[src/rtl/adder_pkg.sv]
// ----------------------------------------------------------------------------
// adder_pkg
// Shared definitions for the pipelined carry adder:
//   op_e       - operation select (OP_ADD / OP_SUB), decoded from the 'sub' pin
//   seg_width  - bits per carry segment, WIDTH / STAGES
// ----------------------------------------------------------------------------
package adder_pkg;

    typedef enum logic {
        OP_ADD = 1'b0,
        OP_SUB = 1'b1
    } op_e;

    function automatic int unsigned seg_width(input int unsigned width,
                                              input int unsigned stages);
        return width / stages;
    endfunction

endpackage

[src/rtl/adder_segment.sv]
// ----------------------------------------------------------------------------
// adder_segment
// Purely combinational SEG-bit adder slice with carry in/out.
// Ports:
//   a, b  [SEG-1:0]  operand slices
//   cin              carry into the slice
//   sum   [SEG-1:0]  slice sum
//   cout             carry out of the slice MSB
// ----------------------------------------------------------------------------
module adder_segment #(
    parameter int unsigned SEG = 8
) (
    input  logic [SEG-1:0] a,
    input  logic [SEG-1:0] b,
    input  logic           cin,
    output logic [SEG-1:0] sum,
    output logic           cout
);

    // Widen by one bit so the carry out falls into the top bit of the result.
    assign {cout, sum} = {1'b0, a} + {1'b0, b} + {{SEG{1'b0}}, cin};

endmodule

[src/rtl/pipelined_carry_adder.sv]
// ----------------------------------------------------------------------------
// pipelined_carry_adder
// WIDTH-bit add/subtract unit split into STAGES carry segments, one pipeline
// register per segment, with a valid/ready handshake on both sides.
// Ports:
//   clk, rst_n          clock, asynchronous active-low reset
//   in_valid, in_ready  input handshake (in_ready = pipeline advance)
//   a, b   [WIDTH-1:0]  operands
//   cin                 carry-in, ignored when subtracting
//   sub                 0 = add, 1 = subtract (a + ~b + 1)
//   out_valid, out_ready output handshake
//   sum    [WIDTH-1:0]  result, modulo 2^WIDTH
//   cout                carry out of the MSB (inverted borrow when subtracting)
//   ovf                 two's-complement signed overflow
// ----------------------------------------------------------------------------
module pipelined_carry_adder
    import adder_pkg::*;
#(
    parameter int unsigned WIDTH  = 32,
    parameter int unsigned STAGES = 4
) (
    input  logic             clk,
    input  logic             rst_n,
    input  logic             in_valid,
    output logic             in_ready,
    input  logic [WIDTH-1:0] a,
    input  logic [WIDTH-1:0] b,
    input  logic             cin,
    input  logic             sub,
    output logic             out_valid,
    input  logic             out_ready,
    output logic [WIDTH-1:0] sum,
    output logic             cout,
    output logic             ovf
);

    localparam int unsigned SEG  = seg_width(WIDTH, STAGES);
    localparam int unsigned MSB  = WIDTH - 1;
    localparam int unsigned LAST = STAGES - 1;

    if (WIDTH % STAGES != 0) begin : g_bad_params
        $error("pipelined_carry_adder: WIDTH must be a multiple of STAGES");
    end

    // Operand conditioning: subtraction becomes a + ~b + 1.
    op_e              op;
    logic [WIDTH-1:0] b_eff;
    logic             c_eff;
    logic             adv;

    assign op    = op_e'(sub);
    assign b_eff = (op == OP_SUB) ? ~b : b;
    assign c_eff = (op == OP_SUB) ? 1'b1 : cin;

    // A single advance strobe moves every stage at once, so a stall anywhere
    // freezes the whole skewed pipeline and keeps the segments aligned.
    assign adv      = !out_valid | out_ready;
    assign in_ready = adv;

    // Stage inputs (from the ports for stage 0, from registers otherwise).
    logic             v_in     [STAGES];
    logic [WIDTH-1:0] a_in     [STAGES];
    logic [WIDTH-1:0] b_in     [STAGES];
    logic [WIDTH-1:0] s_in     [STAGES];
    logic             c_in     [STAGES];
    logic [SEG-1:0]   seg_sum  [STAGES];
    logic             seg_co   [STAGES];
    logic [WIDTH-1:0] s_next   [STAGES];

    // Stage registers.
    logic             vld_q    [STAGES];
    logic [WIDTH-1:0] a_q      [STAGES];
    logic [WIDTH-1:0] b_q      [STAGES];
    logic [WIDTH-1:0] s_q      [STAGES];
    logic             c_q      [STAGES];
    logic             ovf_q;
    logic             ovf_next;

    for (genvar k = 0; k < STAGES; k++) begin : g_stage
        if (k == 0) begin : g_first
            assign v_in[k] = in_valid;
            assign a_in[k] = a;
            assign b_in[k] = b_eff;
            assign s_in[k] = '0;
            assign c_in[k] = c_eff;
        end else begin : g_next
            assign v_in[k] = vld_q[k-1];
            assign a_in[k] = a_q[k-1];
            assign b_in[k] = b_q[k-1];
            assign s_in[k] = s_q[k-1];
            assign c_in[k] = c_q[k-1];
        end

        adder_segment #(
            .SEG (SEG)
        ) u_seg (
            .a    (a_in[k][k*SEG +: SEG]),
            .b    (b_in[k][k*SEG +: SEG]),
            .cin  (c_in[k]),
            .sum  (seg_sum[k]),
            .cout (seg_co[k])
        );

        // Sum bits above the segments already computed are always zero, so
        // OR-ing the new slice in place is enough to assemble the result.
        assign s_next[k] = s_in[k] | (WIDTH'(seg_sum[k]) << (k * SEG));
    end

    // Overflow needs the operand sign bits and the final sum sign bit, all of
    // which are available together only in the last stage.
    assign ovf_next = (a_in[LAST][MSB] == b_in[LAST][MSB]) &
                      (s_next[LAST][MSB] != a_in[LAST][MSB]);

    // NOTE: sequential state uses non-blocking assignments so every stage
    // samples its predecessor's pre-edge value; blocking here would let data
    // ripple through several stages in a single clock.
    always_ff @(posedge clk or negedge rst_n) begin
        if (!rst_n) begin
            for (int k = 0; k < STAGES; k++) begin
                vld_q[k] <= 1'b0;
                a_q[k]   <= '0;
                b_q[k]   <= '0;
                s_q[k]   <= '0;
                c_q[k]   <= 1'b0;
            end
            ovf_q <= 1'b0;
        end else if (adv) begin
            for (int k = 0; k < STAGES; k++) begin
                vld_q[k] <= v_in[k];
                a_q[k]   <= a_in[k];
                b_q[k]   <= b_in[k];
                s_q[k]   <= s_next[k];
                c_q[k]   <= seg_co[k];
            end
            ovf_q <= ovf_next;
        end
    end

    assign out_valid = vld_q[LAST];
    assign sum       = s_q[LAST];
    assign cout      = c_q[LAST];
    assign ovf       = ovf_q;

endmodule

[config.mk]
export PLATFORM = sky130hd
export DESIGN_NAME = pipelined_carry_adder
export DESIGN_NICKNAME = d
export VERILOG_FILES = /design/src/rtl/adder_pkg.sv /design/src/rtl/adder_segment.sv /design/src/rtl/pipelined_carry_adder.sv
export SDC_FILE = /design/constraint.sdc
export NUM_CORES = 1
export LEC_CHECK = 0
export CAP_MARGIN = 10
export CORE_AREA = 2 2 133 135
export CTS_BUF_LIST = sky130_fd_sc_hd__clkbuf_8
export DETAILED_ROUTE_END_ITERATION = 12
export DIE_AREA = 0 0 135 137
export HOLD_SLACK_MARGIN = 0.03
export PLACE_DENSITY = 0.76
export SLEW_MARGIN = 20
export SYNTH_ARGS = -nofsm -noshare
export SYNTH_HDL_FRONTEND = slang
export SYNTH_SLANG_ARGS = --single-unit
[constraint.sdc]
create_clock -name clk -period 3 [get_ports clk]
set_clock_uncertainty 0.1 [all_clocks]
set_input_delay 0.3 -clock clk [delete_from_list [all_inputs] [get_ports clk]]
set_output_delay 0.3 -clock clk [all_outputs]
set_load 0.05 [all_outputs]
==> impl_metrics.ini, run 1 <==
[grt]
gr-usage-all-layers = 0.184
antenna_found_initial = 1
grt_max_degree = 129
grt_pass1_vias = 5712
grt_pass1_wl_mm = 27.1
overflow = 0

[route]
vias_per_cell = 4.81
drt_iter0_drc = 391
routed_wl_mm = 15.8
vias = 6027
drcViolationCount = 0
routedWlPerCell_um = 12.6
ant_nets = 0
first_pass_iters = 5

[power]
p_leak_nw = 4.89
swShare = 0.413
power_density_nw_per_um2 = 1060
p_sw_mw = 4.44
power_mw = 10.8
p_comb_frac = 0.444
p_seq_frac = 0.392
clkPwrFrac = 0.164
p_int_mw = 6.31
ir_drop_v = 0.000510

[timing]
period_minus_slack_ns = 2.43
slew_viol_final = 0
rsz0062_at_grt = false
hold_ws_ns = 0.256
hold_viol = 0
fmax_mhz = 411
worst_pin_slew_ns = 0.707
setup_tns_ns = 0
min_period_over_period = 0.811
slew_headroom = 0.529
setup_viol = 0

[synth]
yosys-top-cells-area = dfrtp_1 55%, nand2_1 20%, ha_1 4.2%
synth_edf_count = 0
yosysUniqueCellTypes = 40
yosys-top-cells-count = 442 x nand2_1, 185 x dfrtp_1, 42 x o21ai_0
synth_top_flop_cell = dfrtp_1
synth_warnings = 0
synthAdderAreaFrac = 0.0607
syn_nets = 1026
muxShareOfSynthArea = 0
synth.most_common_cell = nand2_1
ys_seq_area_frac = 0.550
synthDominantCellAreaShare = 0.550
async_flop_share = 1.00
synth_compound_area_frac = 0.0847
synth_top_family_by_area = simple AND/OR/NAND/NOR gates
syn_avg_cell_area_um2 = 9.15
synth_xor_area_frac = 0.0520
synth-simple-area-share = 0.221
yosys_register_bits = 185
syn-cell-area_um2 = 8420
synthCells = 920
synth_top_cell_by_area = dfrtp_1

[clock_tree]
htree_levels = 4
cts_resized = 0
clock-sinks = 185
cts.clk_slew.worst_paths_ns = 0.10
cts_tree = yes
clkLatencyLatePin_ns = 0.47
cts.path.max_buffers = 2
root_buffer = clkbuf_8
cts_buffers = 17

[final_layout]
fin_cells = 1252
drive_gt1_frac = 0.0624
syn2layout_area_growth_pct = 20.1
seq_area_um2 = 4630
multi_input_area_um2 = 3530
finalNetCount = 1118
fillers = 1559

[floorplan]
fp.coreArea_um2 = 17100
die_h_um = 137
die_w_um = 135
core.rowCount = 48
ios = 106
dieArea_um2 = 18500
start_util = 0.493

[outcome]
outcome = finished clean

[worst_setup_path]
crit_path_end_kind = flip-flop
cp_max_fo = 3
crit_required_ns = 3.25
critPathKind = flip-flop to flip-flop
start_kind = flip-flop
critPathArrivalTime_ns = 2.69

[placement]
dp_hpwl_mm = 10.8
port_buffers = 105
gp_congestion = 0.818
dp_cells = 1217

[hold_path]
hold_class = input port to flip-flop

[flow_run]
max_cap_viol_count = 0
metrics by stage:
| stage | instance area (um^2) | worst slack [ns] | util |
|---|---|---|---|
| after global placement | 9660 | 0.293 | 0.566 |
| after floorplan | 8420 | 0.387 | - |
| after detailed placement | 9660 | 0.257 | 0.566 |
| after global routing | 10100 | 0.396 | 0.592 |
| after CTS | 10100 | 0.551 | 0.592 |
| final | 10100 | 0.566 | 0.592 |
cell families (layout without fill, tap and decap cells):
| family | Yosys count | after routing |
|---|---|---|
| buffers and inverters | 56 | 161 |
| AOI/OAI and AO/OA | 113 | 113 |
| xor gates and xnor gates | 50 | 50 |
| DFF | 185 | 185 |
| other | 0 | 2 |
| and+or+nand+nor | 480 | 480 |
| adders and majority gates | 36 | 36 |
final cells by class:
class | count | share of cell area
Inverter | 11 | 0.00433
Timing Repair Buffer | 118 | 0.117
Multi-Input combinational cell | 679 | 0.349
Tap cell | 225 | 0.0279
Antenna cell | 2 | 0.000495
Sequential cell | 185 | 0.458
Clock inverter | 13 | 0.0167
Clock buffer | 19 | 0.0259
worst paths after layout:
check,startpoint,end,slack (ns),cells past startpoint
max,a_in[48],c_in[0],0.57,7
min,a[23],a_in[87],0.26,3
max reg2reg,a_in[48],c_in[0],0.57,7
min reg2reg,v_in[0],out_valid,0.36,1
max in group asynchronous,rst_n,b_in[92],1.70,3
min in group asynchronous,rst_n,sum[12],0.34,2
sequential cells by signal (all words and copies together) (netlist names):
name       flops
c_in           3
ovf            1
s_in          48
a_in          48
sum           32
v_in           3
cout           1
out_valid      1
b_in          48
metal layers:
metal | part of all wire | vias up | routed length [um] | global-route usage
li1 | - | 3128 | - | -
met1 | 0.47 | 2780 | 7420 | 0.248
met2 | 0.47 | 97 | 7400 | 0.293
met3 | 0.041 | 22 | 647 | 0.0381
met4 | 0.023 | 0 | 357 | 0.0775
met5 | 0 | - | 0 | 0
placed cells by master, fill, tap and decap left out, drive strengths merged:
cell type      instances
o21a                   2
o31ai                  2
o21bai                 4
clkbuf                20
inv                   14
dfrtp                185
nand2                442
bufinv                 3
fa                     8
a21oi                 20
clkinvlp               3
nand3                  1
buf                   14
or3                    1
clkdlybuf4s50        102
o31a                   2
or2                    1
a21boi                 1
o21ai                 59
a211oi                 9
clkinv                 4
xnor2                 28
nor2b                  3
o211ai                 4
nor3b                  1
nor3                  13
dlygate4sd3            1
xor2                  22
a211o                  1
nand2b                 3
nor2                  15
a21o                   5
a31oi                  4
diode                  2
ha                    28
repair_timing:
| action | CTS | global route |
|---|---|---|
| endpoints found under the hold margin | 85 | 0 |
| setup endpoints to repair | 0 | 0 |
| hold buffers | 1 | 0 |
| setup buffers | 0 | 0 |
critical path: stages, from the launching register on:
cell and delay [ns]:
dfrtp_1 0.41, fa_1 0.49, fa_1 0.42, a21oi_1 0.24
o211ai_1 0.17, a21oi_2 0.19, a21oi_1 0.08, o31a_1 0.23
power by group through the flow:
stage	sequential [mW]	clock [mW]	combinational [mW]
5_1_grt	4.37	1.93	5.35
3_3_place_gp	4.23	0	4.66
3_5_place_dp	4.27	0	4.80
2_1_floorplan	4.92	0	2.82
4_1_cts	4.23	1.83	4.82
6_report	4.22	1.77	4.77
(Power assumes the default switching activity.)
==> run 2: changes to the inputs <==
PLACE_DENSITY = 0.79   (was 0.76)
clock period = 2 ns   (was 3 ns; I/O delays follow)
==> run 2 against run 1 <==
  * The flow now finishes with violations (negative setup slack)
  * Critical path depth did not move
  * Fmax rose by 12%
  * Die area did not move
  * Power rose by 58%
  * Setup slack got worse by 0.73 ns
  * Critical endpoint unchanged
  * Via count rose by 4.3%
  * Combinational power rose by 65%
  * Design area rose by 4.4%
==> impl_metrics.ini, run 2 (same netlist as run 1, synthesis figures left out) <==
[timing]
slew_headroom = 0.616
period_minus_slack_ns = 2.17
hold_viol = 0
worst_pin_slew_ns = 0.578
min_period_over_period = 1.08
setup_viol = 11
setup_tns_ns = -0.872
setup_ws_ns = -0.166
fmax_mhz = 462
rsz0062_at_grt = true
slew_viol_final = 0

[floorplan]
start_util = 0.493
dieArea_um2 = 18500
fp.coreArea_um2 = 17100
die_h_um = 137
die_w_um = 135
ios = 106
core.rowCount = 48

[clock_tree]
cts.clk_slew.worst_paths_ns = 0.09
cts.path.max_buffers = 2
htree_levels = 4
clock-sinks = 185
cts_buffers = 17
cts_tree = yes
clkLatencyLatePin_ns = 0.47
root_buffer = clkbuf_8

[worst_setup_path]
critPathArrivalTime_ns = 2.43
r2r_slack_ns = -0.17
crit_buf_inv = 0
slowest_delay_ns = 0.42
reg2reg_from = a_in[48]
crit_start = a_in[48]
crit_end = c_in[0]
start_kind = flip-flop
crit_family = adder cells
r2r_cells = 7
critPathKind = flip-flop to flip-flop
worstReg2RegEnd = c_in[0]
cp_max_fo = 2
crit_path_end_kind = flip-flop
crit_required_ns = 2.26
critPathSlowestCell = dfrtp_1
crit_chain = fa_2 > fa_2 > a21oi_2 > o211ai_1 > a21oi_2 > a21oi_1 > o31a_1
cp.depth = 7

[route]
vias_per_cell = 4.90
routedWlPerCell_um = 13.4
ant_nets = 0
vias = 6288
first_pass_iters = 4
drcViolationCount = 0
drt_iter0_drc = 377
routed_wl_mm = 17.2

[final_layout]
finalNetCount = 1151
layout_commonest_cell = nand2_1
final_cell_mix = 442 x nand2_1, 185 x dfrtp_1, 90 x clkdlybuf4s50_1, 36 x buf_4, 35 x o21ai_0
num_antenna_cells = 0
fin_util = 0.618
syn2layout_area_growth_pct = 25.3
drive_gt1_frac = 0.113

[placement]
dp_worst_setup_slack_ns = -0.623
port_buffers = 105
gp_congestion = 0.803
dp_hpwl_mm = 11.9

[grt]
grt_pass1_wl_mm = 28.1
grt_pass1_vias = 5902
overflow = 0
grt_max_degree = 69
antenna_found_initial = 0
gr-usage-all-layers = 0.191

[outcome]
outcome = finished with violations
violations = negative setup slack

[power]
power_mw = 17.0
p_leak_nw = 5.22
ir_drop_v = 0.000776
power_density_nw_per_um2 = 1610

[flow_run]
max_cap_viol_count = 0

[hold_path]
whs_path_depth = 3
hold_class = input port to flip-flop
==> run 2: cell type report <==
type                            count  area (um^2)
Fill cell                        1467         6510
Timing Repair Buffer              151         1520
Inverter                           11         43.8
Clock buffer                       18          248
Sequential cell                   185         4630
Multi-Input combinational cell    679         3640
Tap cell                          225          282
Clock inverter                     14          188
==> run 2: power by group <==
part	switching, mW	internal [mW]
Sequential	0.973	5.40
Clock	1.40	1.31
Combinational	4.70	3.19
Total	7.07	9.90
==> run 2: worst min-delay path by stage <==
stage,from,to,slack (ns)
6_report,a[16],a_in[80],0.15
5_1_grt,a[16],a_in[80],0.14
4_1_cts,in_valid,v_in[2],0.13
3_5_place_dp,rst_n,b_in[72],0.14
3_3_place_gp,rst_n,b_in[72],0.14
2_1_floorplan,rst_n,a_in[24],-0.20
==> run 2: metal layers <==
layer	GRT usage	share of wire	vias to the layer above
li1	-	-	3177
met1	0.268	0.49	2985
met2	0.303	0.46	108
met3	0.0456	0.039	18
met4	0.0492	0.011	0
met5	0	0	-
==> run 2: metrics by stage <==
stage	cells	area [um^2]	hold WS [ns]
2_1_floorplan	920	8470	-0.196
3_3_place_gp	1243	9940	0.140
3_5_place_dp	1243	9940	0.140
4_1_cts	1280	10500	0.126
5_1_grt	1283	10500	0.140
6_report	1283	10500	0.152
==> run 2: worst register-to-register path, delay by kind of cell (launching register included) <==
kind                       cells  cell delay, ns
adders and majority gates      2            0.77
AOI/OAI and AO/OA              5            0.77
DFF                            1            0.42
==> run 2: timing repair <==
action | in CTS | in global routing
buffers inserted | 4 | 3
hold buffers | 1 | 0
resized for setup | 11 | 24
endpoints found under the hold margin | 62 | 0
pin swaps | 31 | 26
setup endpoints to repair | 19 | 29
==> run 3: changes to the inputs <==
PLACE_DENSITY = 0.76   (was 0.79)
clock period = 2.3 ns   (was 2 ns; I/O delays follow)
==> run 3 against run 2 <==
  * The run now ends clean
  * Global-route usage is 0.77 points lower
  * Die area did not move
  * Routed wire length decreased by 6.7%
  * Setup slack improved by 0.24 ns
  * Clock power shrank 24%
  * Fmax is 2.6% lower
  * Via count fell by 3.3%
  * Sequential cell count did not move
  * Critical path depth unchanged
  * Sequential power decreased by 14%
  * Non-clock buffer count is 21 lower
==> impl_metrics.ini, run 3 (same netlist as run 1, synthesis figures left out) <==
[floorplan]
start_util = 0.493
ios = 106
fp.coreArea_um2 = 17100
core.rowCount = 48
die_h_um = 137
dieArea_um2 = 18500
die_w_um = 135

[worst_setup_path]
crit_path_end_kind = flip-flop
slowest_delay_ns = 0.41
crit_start = c_in[1]
crit_required_ns = 2.55
crit_buf_inv = 0
crit_family = compound AO/OA/AOI/OAI gates
cp_max_fo = 2
critPathArrivalTime_ns = 2.47
critPathKind = flip-flop to flip-flop
start_kind = flip-flop
reg2reg_from = c_in[1]
crit_chain = fa_2 > fa_2 > a21oi_2 > o211ai_1 > a21oi_2 > a21oi_1 > o31a_1
critPathSlowestCell = dfrtp_1

[placement]
dp_hpwl_mm = 11.3
gp_congestion = 0.829
dp_cells = 1228
port_buffers = 105

[timing]
slew_viol_final = 0
setup_viol = 0
slew_headroom = 0.629
hold_ws_ns = 0.184
period_minus_slack_ns = 2.22
min_period_over_period = 0.966
hold_viol = 0
worst_pin_slew_ns = 0.557
setup_tns_ns = 0
rsz0062_at_grt = false
fmax_mhz = 450

[grt]
gr-usage-all-layers = 0.184
grt_pass1_wl_mm = 26.9
grt_pass1_vias = 5697
grt_max_degree = 97
overflow = 0
antenna_found_initial = 0

[clock_tree]
cts.clk_slew.worst_paths_ns = 0.09
cts_tree = yes
cts_buffers = 17
cts.path.max_buffers = 2
htree_levels = 4
root_buffer = clkbuf_8
clock-sinks = 185
clkLatencyLatePin_ns = 0.46

[power]
power_mw = 14.0
p_sw_mw = 5.81
power_density_nw_per_um2 = 1370
ir_drop_v = 0.000737
p_int_mw = 8.20
p_comb_frac = 0.459
p_seq_frac = 0.394
p_leak_nw = 4.94
clkPwrFrac = 0.148
swShare = 0.415

[final_layout]
finalNetCount = 1130
drive_gt1_frac = 0.0830
final_cell_mix = 442 x nand2_1, 185 x dfrtp_1, 102 x clkdlybuf4s50_1, 41 x o21ai_0
layout_commonest_cell = nand2_1
fin_util = 0.599
syn2layout_area_growth_pct = 21.4
fin_cells = 1261
num_antenna_cells = 0

[route]
vias_per_cell = 4.82
routed_wl_mm = 16.0
routedWlPerCell_um = 12.7
first_pass_iters = 4
drt_iter0_drc = 261
drcViolationCount = 0
vias = 6078
ant_nets = 0

[hold_path]
hold_start = a[28]
hold_class = input port to flip-flop

[flow_run]
max_cap_viol_count = 0

[outcome]
outcome = finished clean
## run 3: changes by cell type in the layout (fill, tap and decap cells not counted), moves of 3 or more
cell | before | now
a21oi_2 | 9 | 6
dlymetal6s2s_1 | 11 | 0
a21oi_1 | 10 | 14
o21ai_1 | 20 | 15
clkdlybuf4s50_1 | 90 | 102
a211oi_4 | 4 | 0
o21ai_0 | 35 | 41
buf_4 | 36 | 18
a211oi_2 | 0 | 4
clkinv_4 | 4 | 1
clkinvlp_4 | 0 | 3
buf_6 | 3 | 0
inv_1 | 7 | 10
## run 3: tightest hold or removal path: stages
cell	delay [ns]
clkdlybuf4s50_1	0.39
nand2_1	0.05
nand2_1	0.04
## run 3: metal layers
layer,vias up,share of wire,track usage,routed length (um)
met5,-,0,0,0
met4,0,0.020,0.0677,328
met3,21,0.028,0.0363,452
met2,93,0.48,0.298,7740
met1,2841,0.47,0.247,7530
li1,3123,-,-,-
## run 3: path summary, 6_finish.rpt
path	cells after the start	endpoint	slack [ns]
max	7	c_in[0]	0.08
max reg2reg	7	c_in[0]	0.08
max in group asynchronous	3	sum[25]	1.19
min reg2reg	2	v_in[0]	0.36
min	3	a_in[92]	0.18
min in group asynchronous	2	s_in[43]	0.22
## run 3: final cells by class
type	count	area (um^2)
timing repair buffer	130	1330
fill	1488	6840
multi-input combinational	679	3560
clock inverter	11	97.6
tap	225	282
sequential	185	4630
inverter	11	43.8
clock buffer	20	275
## run 3: stage by stage
step,worst slack [ns],area (um^2)
floorplan,-0.105,8440
CTS,0.00340,10200
detailed placement,-0.345,9800
finish,0.0771,10200
global route,0.00248,10200
global placement,-0.306,9800
## run 3: repair_timing
item	4_1_cts	5_1_grt
pin swaps	1	4
gates resized for setup	3	6
endpoints found under the hold margin	62	0
hold buffers	1	0
setup endpoints to repair	2	7
setup buffers	0	1
## run 3: power by group through the flow
stage / clock network (mW) / registers (mW) / logic, mW
after floorplan: 0 / 6.42 / 3.69
after global placement: 0 / 5.53 / 6.23
after detailed placement: 0 / 5.59 / 6.41
after CTS: 2.13 / 5.53 / 6.45
after global routing: 2.26 / 5.70 / 7.17
final: 2.07 / 5.51 / 6.43
